### config.mk
export PLATFORM = sky130hd
export DESIGN_NAME = ddr3_ui_arbiter
export DESIGN_NICKNAME = d
export VERILOG_FILES = /design/src/rtl/ddr3_ui_arbiter.sv
export SDC_FILE = /design/constraint.sdc
export NUM_CORES = 1
export LEC_CHECK = 0
export BUFFER_PORTS_ARGS = -buffer_cell sky130_fd_sc_hd__clkbuf_2
export CORE_AREA = 2 2 148 150
export CTS_CLUSTER_DIAMETER = 150
export DETAILED_ROUTE_END_ITERATION = 16
export DIE_AREA = 0 0 150 152
export MAX_ROUTING_LAYER = met4
export PLACE_DENSITY = 0.46
export SLEW_MARGIN = 20
export SYNTH_ARGS = -nofsm -noshare
export SYNTH_HDL_FRONTEND = slang
export SYNTH_SLANG_ARGS = --single-unit
### constraint.sdc
create_clock -name clk -period 2 [get_ports clk]
set_input_delay 0.4 -clock clk [delete_from_list [all_inputs] [get_ports clk]]
set_output_delay 0.4 -clock clk [all_outputs]
set_load 0.005 [all_outputs]
### src/rtl/ddr3_ui_arbiter.sv
//------------------------------------------------------------------------------
// ddr3_ui_arbiter: grants the DDR3 UI command port to scanout reads (priority)
// or renderer writes, with a per-grant write quota. Option: DDR3_ARB_RD_URGENT_EN
// Revision: 1.0
//------------------------------------------------------------------------------
`default_nettype none

module ddr3_ui_arbiter #(
  parameter int ADDR_WIDTH = 27,
  parameter int WDF_WIDTH  = 128,
  parameter int WR_QUOTA   = 8
) (
  input  logic                   clk,
  input  logic                   rst,
  input  logic                   calib_done,
`ifdef DDR3_ARB_RD_URGENT_EN
  input  logic                   rd_urgent,
`endif
  input  logic                   rd_app_en,
  input  logic [ADDR_WIDTH-1:0]  rd_app_addr,
  output logic                   rd_app_rdy,
  input  logic                   wr_app_en,
  input  logic [ADDR_WIDTH-1:0]  wr_app_addr,
  input  logic [WDF_WIDTH-1:0]   wr_app_data,
  input  logic [WDF_WIDTH/8-1:0] wr_app_mask,
  output logic                   wr_app_rdy,
  output logic                   ddr3_app_en,
  output logic [2:0]             ddr3_app_cmd,
  output logic [ADDR_WIDTH-1:0]  ddr3_app_addr,
  input  logic                   ddr3_app_rdy,
  output logic                   ddr3_app_wdf_wren,
  output logic                   ddr3_app_wdf_end,
  output logic [WDF_WIDTH-1:0]   ddr3_app_wdf_data,
  output logic [WDF_WIDTH/8-1:0] ddr3_app_wdf_mask,
  input  logic                   ddr3_app_wdf_rdy,
  output logic                   arb_busy
);

  localparam logic [7:0] QUOTA   = 8'(WR_QUOTA);
  localparam logic [2:0] CMD_RD  = 3'b001;
  localparam logic [2:0] CMD_WR  = 3'b000;

  typedef enum logic [1:0] {
    ST_CALIB = 2'd0,
    ST_IDLE  = 2'd1,
    ST_READ  = 2'd2,
    ST_WRITE = 2'd3
  } state_t;

  state_t     state;
  logic [7:0] wr_cnt;
  logic [7:0] wr_cnt_inc;
  logic       urgent;
  logic       rd_fire;
  logic       wr_fire;

`ifdef DDR3_ARB_RD_URGENT_EN
  assign urgent = rd_urgent;
`else
  assign urgent = 1'b0;
`endif

  assign rd_fire    = (state == ST_READ) && rd_app_en && ddr3_app_rdy;
  assign wr_fire    = (state == ST_WRITE) && wr_app_en && ddr3_app_rdy && ddr3_app_wdf_rdy;
  // Count including this cycle's fire, so the quota hand-over happens on the last write.
  assign wr_cnt_inc = (wr_fire && (wr_cnt != QUOTA)) ? wr_cnt + 8'd1 : wr_cnt;

  always_ff @(posedge clk) begin
    if (rst || !calib_done) begin
      state  <= ST_CALIB;
      wr_cnt <= 8'd0;
    end else begin
      case (state)
        ST_CALIB: state <= ST_IDLE;
        ST_IDLE: begin
          if (rd_app_en) begin
            state <= ST_READ;
          end else if (wr_app_en) begin
            state  <= ST_WRITE;
            wr_cnt <= 8'd0;
          end
        end
        ST_READ: begin
          // An urgent scanout keeps the grant even between its read requests.
          if (!rd_app_en && !urgent) begin
            if (wr_app_en) begin
              state  <= ST_WRITE;
              wr_cnt <= 8'd0;
            end else begin
              state <= ST_IDLE;
            end
          end
        end
        ST_WRITE: begin
          wr_cnt <= wr_cnt_inc;
          if (!wr_app_en) begin
            state <= rd_app_en ? ST_READ : ST_IDLE;
          end else if (rd_app_en && ((wr_cnt_inc == QUOTA) || urgent)) begin
            state <= ST_READ;
          end
        end
        default: state <= ST_CALIB;
      endcase
    end
  end

  always_comb begin
    ddr3_app_en       = 1'b0;
    ddr3_app_cmd      = CMD_RD;
    ddr3_app_addr     = rd_app_addr;
    ddr3_app_wdf_data = '0;
    ddr3_app_wdf_mask = '0;
    case (state)
      ST_READ:  ddr3_app_en = rd_app_en;
      ST_WRITE: begin
        ddr3_app_en       = wr_app_en && ddr3_app_wdf_rdy;
        ddr3_app_cmd      = CMD_WR;
        ddr3_app_addr     = wr_app_addr;
        ddr3_app_wdf_data = wr_app_data;
        ddr3_app_wdf_mask = wr_app_mask;
      end
      default: ;
    endcase
  end

  assign ddr3_app_wdf_wren = wr_fire;
  assign ddr3_app_wdf_end  = wr_fire;
  assign rd_app_rdy        = rd_fire;
  assign wr_app_rdy        = wr_fire;
  assign arb_busy          = (state == ST_READ) || (state == ST_WRITE);

endmodule

`default_nettype wire

==> run_results.csv, run 1 <==
group,metric,value,unit
outcome,status,"complete, but fails checks",
outcome,violations,"negative setup slack",
logic_synthesis,async_flop_share,0,%
power_and_ir_drop,switchingPower,248,uW
sta,skew,2.74,ps
hold_path,hold_path_class,"flop to flop",
logic_synthesis,synthCells,309,
detailed_routing,ant_nets,0,
finish,final_util,24.1,%
logic_synthesis,syn_area_per_cell,6.96,um2
logic_synthesis,synth_warnings,0,
placed_design,portBuffers,382,
power_and_ir_drop,p_leak,2.91,nW
detailed_routing,wl_per_cell,12.4,um
detailed_routing,dr.pass1.iters,4,
worst_setup_path,worstPathRequired,2120,ps
floorplanning,chipWidth,150,um
worst_setup_path,critPathArrivalTime,2160,ps
detailed_routing,route.vias.total,3555,
cts,cts_tree,"built",
power_and_ir_drop,clkPwrFrac,41.2,%
power_and_ir_drop,ir_worst_vdd,0.195,mV
logic_synthesis,synth_flop_cell,"dfxtp_1",
cts,clk_path_buf_depth,2,
placed_design,hpwl,9.15,mm
global_route,grt_antenna_before_repair,0,
worst_setup_path,start_kind,"flop",
cts,cts_made_buffers,3,
floorplanning,die_y,152,um
worst_setup_path,end_kind,"flop",
logic_synthesis,ys_seq_elements,10,
sta,setup_ws,-45.8,ps
logic_synthesis,synth_edf_count,0,
sta,min_period_over_period,102,%
cts,htreeDepth,1,
power_and_ir_drop,sw_frac_of_total,25.0,%
cts,clk_pin_slew,40,ps
power_and_ir_drop,combPwrFrac,38.5,%
placed_design,finalWeightedCongestion,0.761,
detailed_routing,drcViolationCount,0,
sta,drv_slew,0,
power_and_ir_drop,seqPwrFrac,20.3,%
global_route,grt_use_total,9.74,%
detailed_routing,viasPerCell,3.56,
floorplanning,dieArea,22800,um2
floorplanning,rows,54,
power_and_ir_drop,power_density,193,nW/um2
sta,period_minus_slack,2050,ps
cts,cts.sinks,10,
detailed_routing,drt_iter0_drc,132,
worst_setup_path,path_max_fanout,5,
global_route,grt_pass1_wl,17.1,mm
sta,hold_viol,0,
worst_setup_path,crit_type,"flop to flop",
logic_synthesis,ys_seq_area_share,9.31,%
cts,ctsHoldBuffers,0,
logic_synthesis,synth.distinct_cells,39,
sta,max_freq,489,MHz
job,cap_violations,0,
placed_design,place_ws,-256,ps
finish,antenna_cells,0,
global_route,grt_max_degree,75,
finish,drive_above_1_share,69.2,%
power_and_ir_drop,intPower,744,uW
global_route,globalRouteOverflowTotal,0,
finish,fin_nets,930,
logic_synthesis,synth_area,2150,um2
sta,setup_viol,4,
cts,insertion_delay,240,ps
cts,clock-root-buffer,"clkbuf_16",
finish,syn2layout_area_growth,139,%
floorplanning,start_util,10.1,%
global_route,grt_pass1_vias,3233,
sta,rsz0062_at_grt,"yes",
floorplanning,core-area,21400,um2
detailed_routing,drt-total-wl,12.4,mm
floorplanning,ios,385,
[registers in the layout (all words and copies together) (netlist names)]
signal	cells
state	2
wr_cnt	8
[worst max-delay path, cell delays in order (launching register included)]
cell	delay [ps]
dfxtp_2	340
ha_4	200
nand3_4	110
buf_4	160
or3_2	460
nand4b_1	170
a2111oi_4	80
buf_4	180
nor3_2	160
nor3b_2	60
[area by class of cell]
class,instances,area (um2)
multi-input combinational,265,1960
tap,280,350
sequential,10,213
timing repair buffer,429,2490
clock buffer,4,88.8
inverter,10,38.8
fill,2355,16200
[routing by layer]
layer / global-route usage [%] / part of all wire [%] / up-vias
met5: - / 0 / -
met4: 1.39 / 0.44 / 0
met3: 2.10 / 8.1 / 6
met2: 17.7 / 50 / 195
met1: 11.1 / 41 / 1536
li1: - / - / 1818
[synth_stat cells, types with 5 or more instances]
library cell | instances | share of area, %
and2_1 | 144 | 42
mux2_2 | 27 | 14
clkbuf_1 | 20 | 3.5
nor2_1 | 15 | 2.6
a21oi_1 | 13 | 3.0
dfxtp_1 | 10 | 9.3
nand2_1 | 10 | 1.7
inv_1 | 9 | 1.6
nor3_1 | 7 | 1.6
ha_1 | 6 | 3.5
mux2i_1 | 5 | 2.3
nand3_1 | 5 | 1.2
[worst paths after layout]
check                                 to                   start  slack (ps)  cells past startpoint
setup / recovery   state[0]$_SDFFE_PP0P_   state[1]$_SDFFE_PP0P_         -50                      9
hold / removal    wr_cnt[5]$_SDFFE_PP0P_  wr_cnt[5]$_SDFFE_PP0P_         490                      2
setup reg to reg   state[0]$_SDFFE_PP0P_   state[1]$_SDFFE_PP0P_         -50                      9
hold reg to reg   wr_cnt[5]$_SDFFE_PP0P_  wr_cnt[5]$_SDFFE_PP0P_         490                      2
[what timing repair did]
item	in CTS	in global routing
pin swaps	4	7
gates cloned	4	4
resized for setup	19	35
setup endpoints to repair	19	97
setup buffers	0	5
[cell families after synthesis]
| logic type | count (synthesis) | synth area share [%] |
|---|---|---|
| compound gates | 27 | 7.85 |
| buf+inv | 35 | 6.81 |
| flops | 10 | 9.31 |
| other cells | 1 | 0.174 |
| simple gates | 198 | 55.9 |
| mux | 32 | 16.5 |
| fa+ha+maj | 6 | 3.49 |
[per-stage QoR]
step	cell area (um2)	setup TNS, ps	std cells	power, mW	hold WS, ps
final	5150	-74.0	998	0.992	486
after global routing	5150	-2560	998	1.05	529
after CTS	4910	-17.1	989	0.988	489
after detailed placement	4610	-460	981	0.562	483
after global placement	4610	-389	981	0.561	478
after floorplan	2180	-31.8	310	0.303	454
[power by group through the flow]
stage	sequential (mW)	clock [mW]	combinational [mW]
floorplan	0.209	0	0.0945
global placement	0.208	0	0.353
detailed placement	0.208	0	0.354
CTS	0.205	0.416	0.368
global route	0.202	0.429	0.422
finish	0.202	0.409	0.382
[layout by cell type, fill, tap and decap left out, types with 3 or more instances in the layout]
| master | n |
|---|---|
| a21o_1 | 4 |
| a21oi_1 | 13 |
| and2_1 | 135 |
| and2_4 | 9 |
| buf_16 | 5 |
| buf_4 | 35 |
| buf_6 | 4 |
| clkbuf_16 | 7 |
| clkbuf_2 | 379 |
| dfxtp_1 | 4 |
| dfxtp_2 | 4 |
| ha_1 | 3 |
| inv_1 | 8 |
| mux2_2 | 19 |
| mux2_4 | 8 |
| mux2i_1 | 3 |
| nand2_1 | 10 |
| nand3_1 | 4 |
| nor2_1 | 14 |
| nor3_1 | 6 |
| o21ai_0 | 3 |
Power figures use the tool's default switching activity.
==> run 2, diff against run 1 <==
==> config.mk (replaced) <==
export PLATFORM = sky130hd
export DESIGN_NAME = ddr3_ui_arbiter
export DESIGN_NICKNAME = d
export VERILOG_FILES = /design/src/rtl/ddr3_ui_arbiter.sv
export SDC_FILE = /design/constraint.sdc
export NUM_CORES = 1
export LEC_CHECK = 0
export CORE_AREA = 2 2 150 152
export CTS_CLUSTER_DIAMETER = 150
export DETAILED_ROUTE_END_ITERATION = 16
export DIE_AREA = 0 0 152 154
export DONT_BUFFER_PORTS = 1
export MAX_ROUTING_LAYER = met4
export PLACE_DENSITY = 0.3
export SLEW_MARGIN = 20
export SYNTH_ARGS = -nofsm -noshare
export SYNTH_HDL_FRONTEND = slang
export SYNTH_SLANG_ARGS = --single-unit
==> run 2 against run 1 <==
  * The flow still finishes with violations (negative setup slack)
  * Global-route usage down 2.8 points
  * Register-to-register slack better by 60 ps
  * Clock skew rose by 2.3 ps
  * Largest power group unchanged
  * Cell count shrank 40%
  * Largest cell class is now multi-input gates
  * Sequential cell count stayed put
==> run_results.csv, run 2 (same netlist as run 1, synthesis figures left out) <==
group,metric,value,unit
finish,top_regs,"wr_cnt x8, state x2",
worst_setup_path,max_stage_delay,420,ps
detailed_routing,ant_nets,0,
worst_setup_path,path_max_fanout,85,
cts,cts_made_buffers,3,
worst_setup_path,crit_type,"flop to output port",
sta,rsz0062_at_grt,"yes",
worst_setup_path,path_cells,"ha_4, clkbuf_8, mux2_2",
floorplanning,dieArea,23400,um2
cts,cts.sinks,10,
detailed_routing,viasPerCell,3.70,
placed_design,finalWeightedCongestion,0.809,
global_route,grt_max_degree,97,
placed_design,portBuffers,0,
detailed_routing,drcViolationCount,0,
sta,min_period_over_period,100,%
finish,layout_common_cells,"and2_1, mux2_2, buf_4",
detailed_routing,drt_iter0_drc,63,
worst_setup_path,cpMaxStageDelayCell,"mux2_2",
placed_design,place_ws,-81.6,ps
finish,layout_commonest_cell,"and2_1",
sta,period_minus_slack,2000,ps
global_route,globalRouteOverflowTotal,0,
sta,drv_slew,0,
cts,ctsHoldBuffers,0,
power_and_ir_drop,p_total,679,uW
detailed_routing,wl_per_cell,15.4,um
detailed_routing,dr.pass1.iters,4,
power_and_ir_drop,power_density,247,nW/um2
outcome,violations,"negative setup slack",
placed_design,dpl-instance-area,2610,um2
finish,fin_nets,526,
finish,stdcell_area,2750,um2
detailed_routing,route.vias.total,2200,
cts,clock-root-buffer,"clkbuf_16",
job,cap_violations,0,
cts,clk_pin_slew,40,ps
outcome,status,"complete, but fails checks",
sta,max_freq,500,MHz
worst_setup_path,worstPathRequired,1600,ps
detailed_routing,drt-total-wl,9.18,mm
power_and_ir_drop,p_leak,0.998,nW
sta,setup_ws,-1.56,ps
finish,syn2layout_area_growth,27.8,%
finish,largest_register_ffs,8,
sta,setup_viol,2,
global_route,grt_use_total,6.98,%
cts,post-cts-setup-buffers,0,
power_and_ir_drop,ir_worst_vdd,0.140,mV
global_route,use_met2,13.6,%
global_route,grt.busiest_layer,"met2",
global_route,grt.met1_usage,6.84,%
floorplanning,core-area,21700,um2
worst_setup_path,end_kind,"output port",
hold_path,hold_path_class,"input pin to flop",
cts,htreeDepth,1,
sta,hold_viol,0,
sta,skew,5.03,ps
finish,top_register,"wr_cnt",
finish,drive_above_1_share,24.9,%
global_route,grt_antenna_before_repair,5,
worst_setup_path,start_kind,"flop",
floorplanning,ios,385,
global_route,grt_pass1_wl,12.8,mm
floorplanning,die_y,154,um
cts,cts_tree,"built",
sta,hold_ws,440,ps
cts,insertion_delay,240,ps
placed_design,hpwl,8.16,mm
global_route,grt_pass1_vias,2151,
floorplanning,rows,54,
cts,clk_path_buf_depth,2,
global_route,grt_util_met3,1.18,%
worst_setup_path,critPathArrivalTime,1600,ps
floorplanning,chipWidth,152,um
floorplanning,start_util,9.92,%
run 2: cell count changes in the layout (fill, tap and decap cells not counted), sizes merged:
| cell | previous run | this run |
|---|---|---|
| buf | 45 | 23 |
| clkbuf | 387 | 5 |
| bufbuf | 1 | 0 |
| diode | 0 | 2 |
run 2: through the flow:
step	utilization, %	setup TNS (ps)	instances
4_1_cts	12.5	-378	593
6_report	12.7	-3.10	595
3_3_place_gp	12.0	-129	590
3_5_place_dp	12.0	-113	590
5_1_grt	12.7	-2270	595
2_1_floorplan	-	-31.8	310
run 2: per-layer routing:
metal	wire length [um]	up-vias	share of wire [%]
li1	-	1011	-
met1	3090	967	34
met2	5150	201	56
met3	626	21	6.8
met4	311	0	3.4
met5	0	-	0
run 2: critical path, delay by kind of cell, from the launching register on:
family,cells,cell delay [ps]
buf+inv,1,370
flops,1,350
mux,1,420
fa+ha+maj,1,170
run 2: final timing paths:
path / from / slack, ps / end / cells after the start
min: rd_app_en / 440 / state[0]$_SDFFE_PP0P_ / 2
min reg2reg: wr_cnt[5]$_SDFFE_PP0P_ / 480 / wr_cnt[5]$_SDFFE_PP0P_ / 2
max: state[0]$_SDFFE_PP0P_ / -2 / ddr3_app_addr[0] / 3
max reg2reg: state[0]$_SDFFE_PP0P_ / 10 / state[1]$_SDFFE_PP0P_ / 8
run 2: what timing repair did:
item / in CTS / in global routing
gates resized for setup: 5 / 10
pin swaps: 2 / 3
endpoints found under the setup margin: 30 / 31
run 2: power by group:
part	switching, mW	internal (mW)
clock	0.0943	0.259
combinational	0.0648	0.0551
sequential	0.00219	0.203
total	0.161	0.517
run 2: area by class of cell:
class	count	area, um2
diodes	2	5.00
clock buffers	3	75.1
fillers	2494	18900
inverters	10	38.8
multi-input cells	265	1880
flip-flops and latches	10	204
well taps	280	350
repair buffers	25	200
==> run 3, diff against run 2 <==
--- a/config.mk
+++ b/config.mk
@@ -6,7 +6,7 @@
 export NUM_CORES = 1
 export LEC_CHECK = 0
 export CORE_AREA = 2 2 150 152
-export CTS_CLUSTER_DIAMETER = 150
+export CTS_CLUSTER_DIAMETER = 80
 export DETAILED_ROUTE_END_ITERATION = 16
 export DIE_AREA = 0 0 152 154
 export DONT_BUFFER_PORTS = 1
==> constraint.sdc (replaced) <==
create_clock -name clk -period 2 [get_ports clk]
set_input_delay 0.2 -clock clk [delete_from_list [all_inputs] [get_ports clk]]
set_output_delay 0.2 -clock clk [all_outputs]
set_load 0.005 [all_outputs]
==> run 3 against run 2 <==
  * The flow now finishes without violations
  * Clock-buffer cell count did not move
  * Clock skew fell by 3.9 ps
  * Non-clock buffer count rose by 3
  * Global-route usage fell by 0.055 points
  * Register-to-register slack barely moved
  * Clock power barely moved
  * Critical endpoint is now state[1]$_SDFFE_PP0P_
==> run_results.csv, run 3 (same netlist as run 1, synthesis figures left out) <==
group,metric,value,unit
outcome,status,"finished, final reports clean",
detailed_routing,wl_met1,2.97,mm
cts,insertion_delay,240,ps
detailed_routing,ant_nets,0,
power_and_ir_drop,clkPwrFrac,52.3,%
cts,cts_tree,"built",
detailed_routing,wl_met3,720,um
floorplanning,chipWidth,152,um
power_and_ir_drop,intPower,518,uW
power_and_ir_drop,sw_frac_of_total,24.3,%
sta,skew,1.17,ps
sta,hold_ws,256,ps
worst_setup_path,critPathArrivalTime,2120,ps
detailed_routing,viasPerCell,3.75,
detailed_routing,dr.pass1.iters,4,
worst_setup_path,timing.critical_path.buf_inv,3,
cts,cts.sinks,10,
floorplanning,ios,385,
worst_setup_path,rrSetupSlack,1,ps
worst_setup_path,rr_worst_depth,8,
worst_setup_path,worstPathRequired,2120,ps
sta,rsz0062_at_grt,"yes",
power_and_ir_drop,switchingPower,166,uW
placed_design,finalWeightedCongestion,0.824,
floorplanning,core-area,21700,um2
cts,htreeDepth,1,
floorplanning,rows,54,
worst_setup_path,max_stage_delay,520,ps
global_route,grt_pass1_wl,12.7,mm
detailed_routing,topRoutingLayerUsed,"met4",
hold_path,hold_path_class,"input pin to flop",
cts,cts_made_buffers,3,
worst_setup_path,start_kind,"flop",
sta,finalSetupTns,0,ps
hold_path,whs_endpoint,"state[0]$_SDFFE_PP0P_",
cts,clk_path_buf_depth,2,
hold_path,worstHoldStart,"rd_app_en",
worst_setup_path,cpMaxStageDelayCell,"or4_4",
worst_setup_path,end_kind,"flop",
power_and_ir_drop,p_leak,1.03,nW
sta,period_minus_slack,2000,ps
finish,layout_commonest_cell,"and2_1",
placed_design,hpwl,8.19,mm
placed_design,portBuffers,0,
global_route,grt_pass1_vias,2169,
floorplanning,start_util,9.92,%
floorplanning,dieArea,23400,um2
worst_setup_path,r2r-end,"state[1]$_SDFFE_PP0P_",
finish,fillCellCount,2487,
job,cap_violations,0,
global_route,grt_antenna_before_repair,6,
cts,clk_pin_slew,40,ps
worst_setup_path,cpLargestDelayFamily,"simple AND/OR/NAND/NOR gates",
detailed_routing,wl_per_cell,15.5,um
worst_setup_path,crit_type,"flop to flop",
worst_setup_path,r2r-start,"wr_cnt[1]$_SDFFE_PP0P_",
sta,min_period_over_period,99.9,%
detailed_routing,route.vias.total,2249,
finish,largest_register_ffs,8,
global_route,grt_use_total,6.93,%
power_and_ir_drop,power_density,246,nW/um2
cts,ctsHoldBuffers,0,
power_and_ir_drop,combPwrFrac,17.8,%
cts,clock-root-buffer,"clkbuf_16",
floorplanning,die_y,154,um
worst_setup_path,path_cells,"inv_1, buf_4, or4_4, mux2i_1, a2111oi_4, buf_4, mux2i_1, nand2_1",
detailed_routing,drt-total-wl,9.29,mm
sta,drv_slew,0,
finish,top_regs,"wr_cnt x8, state x2",
finish,layout_common_cells,"and2_1, mux2_2, buf_4",
hold_path,worstHoldPathCells,2,
power_and_ir_drop,ir_worst_vdd,0.103,mV
global_route,globalRouteOverflowTotal,0,
global_route,grt_max_degree,99,
finish,syn2layout_area_growth,29.5,%
sta,setup_viol,0,
detailed_routing,drcViolationCount,0,
detailed_routing,drt_iter0_drc,68,
finish,drive_above_1_share,26.3,%
sta,hold_viol,0,
power_and_ir_drop,seqPwrFrac,29.9,%
worst_setup_path,cp.depth,8,
finish,fin_nets,529,
sta,max_freq,500,MHz
detailed_routing,dr_wl_met2,5.41,mm
worst_setup_path,path_max_fanout,3,
finish,top_register,"wr_cnt",
run 3: cell types whose count changed in the layout (fill, tap and decap cells not counted), moves of 2 or more:
cell	before	now
dfxtp_2	3	5
buf_6	0	2
buf_4	23	26
dfxtp_1	7	5
mux2i_1	2	5
clkbuf_8	2	0
mux2i_2	3	0
run 3: how the worst max path moves through the flow:
stage / startpoint / to / slack [ps]
5_1_grt: wr_cnt[0]$_SDFFE_PP0P_ / state[1]$_SDFFE_PP0P_ / -110
4_1_cts: state[1]$_SDFFE_PP0P_ / state[1]$_SDFFE_PP0P_ / -30
3_5_place_dp: wr_cnt[1]$_SDFFE_PP0P_ / state[1]$_SDFFE_PP0P_ / -110
3_3_place_gp: wr_cnt[1]$_SDFFE_PP0P_ / state[1]$_SDFFE_PP0P_ / -120
2_1_floorplan: state[1]$_SDFFE_PP0P_ / state[0]$_SDFFE_PP0P_ / -30
6_report: wr_cnt[1]$_SDFFE_PP0P_ / state[1]$_SDFFE_PP0P_ / 1
run 3: per-layer routing:
| metal | vias to the layer above | GRT usage [%] |
|---|---|---|
| li1 | 1022 | - |
| met1 | 998 | 6.44 |
| met2 | 212 | 14.0 |
| met3 | 17 | 1.24 |
| met4 | 0 | 2.58 |
| met5 | - | - |
run 3: through the flow:
| stage | power (mW) | cell area, um2 | instances | util [%] | setup slack [ps] |
|---|---|---|---|---|---|
| CTS | 0.692 | 2730 | 596 | 12.6 | -25.0 |
| floorplan | 0.303 | 2180 | 310 | - | -31.8 |
| global placement | 0.330 | 2620 | 592 | 12.1 | -122 |
| finish | 0.684 | 2790 | 599 | 12.8 | 1.35 |
| detailed placement | 0.329 | 2620 | 592 | 12.1 | -110 |
| global route | 0.714 | 2790 | 599 | 12.8 | -107 |
run 3: final cells by class:
cell class | instances | area, um2 | area share (%)
multi-input cells | 265 | 1890 | 67.8
well taps | 280 | 350 | 12.6
repair buffers | 28 | 218 | 7.82
flip-flops and latches | 10 | 206 | 7.41
clock buffers | 3 | 75.1 | 2.70
inverters | 10 | 38.8 | 1.39
diodes | 3 | 7.51 | 0.270
run 3: power by group through the flow:
stage / Combinational (mW) / Sequential [mW] / Clock (mW)
global placement: 0.122 / 0.208 / 0
global route: 0.134 / 0.205 / 0.375
floorplan: 0.0945 / 0.209 / 0
CTS: 0.122 / 0.205 / 0.366
detailed placement: 0.121 / 0.208 / 0
finish: 0.122 / 0.205 / 0.357
run 3: repair_timing:
item,CTS,global route
cloned,0,0
setup buffers,1,0
endpoints found under the hold margin,0,0
pin swaps,2,4
setup endpoints to repair,2,33
gates resized for setup,7,10
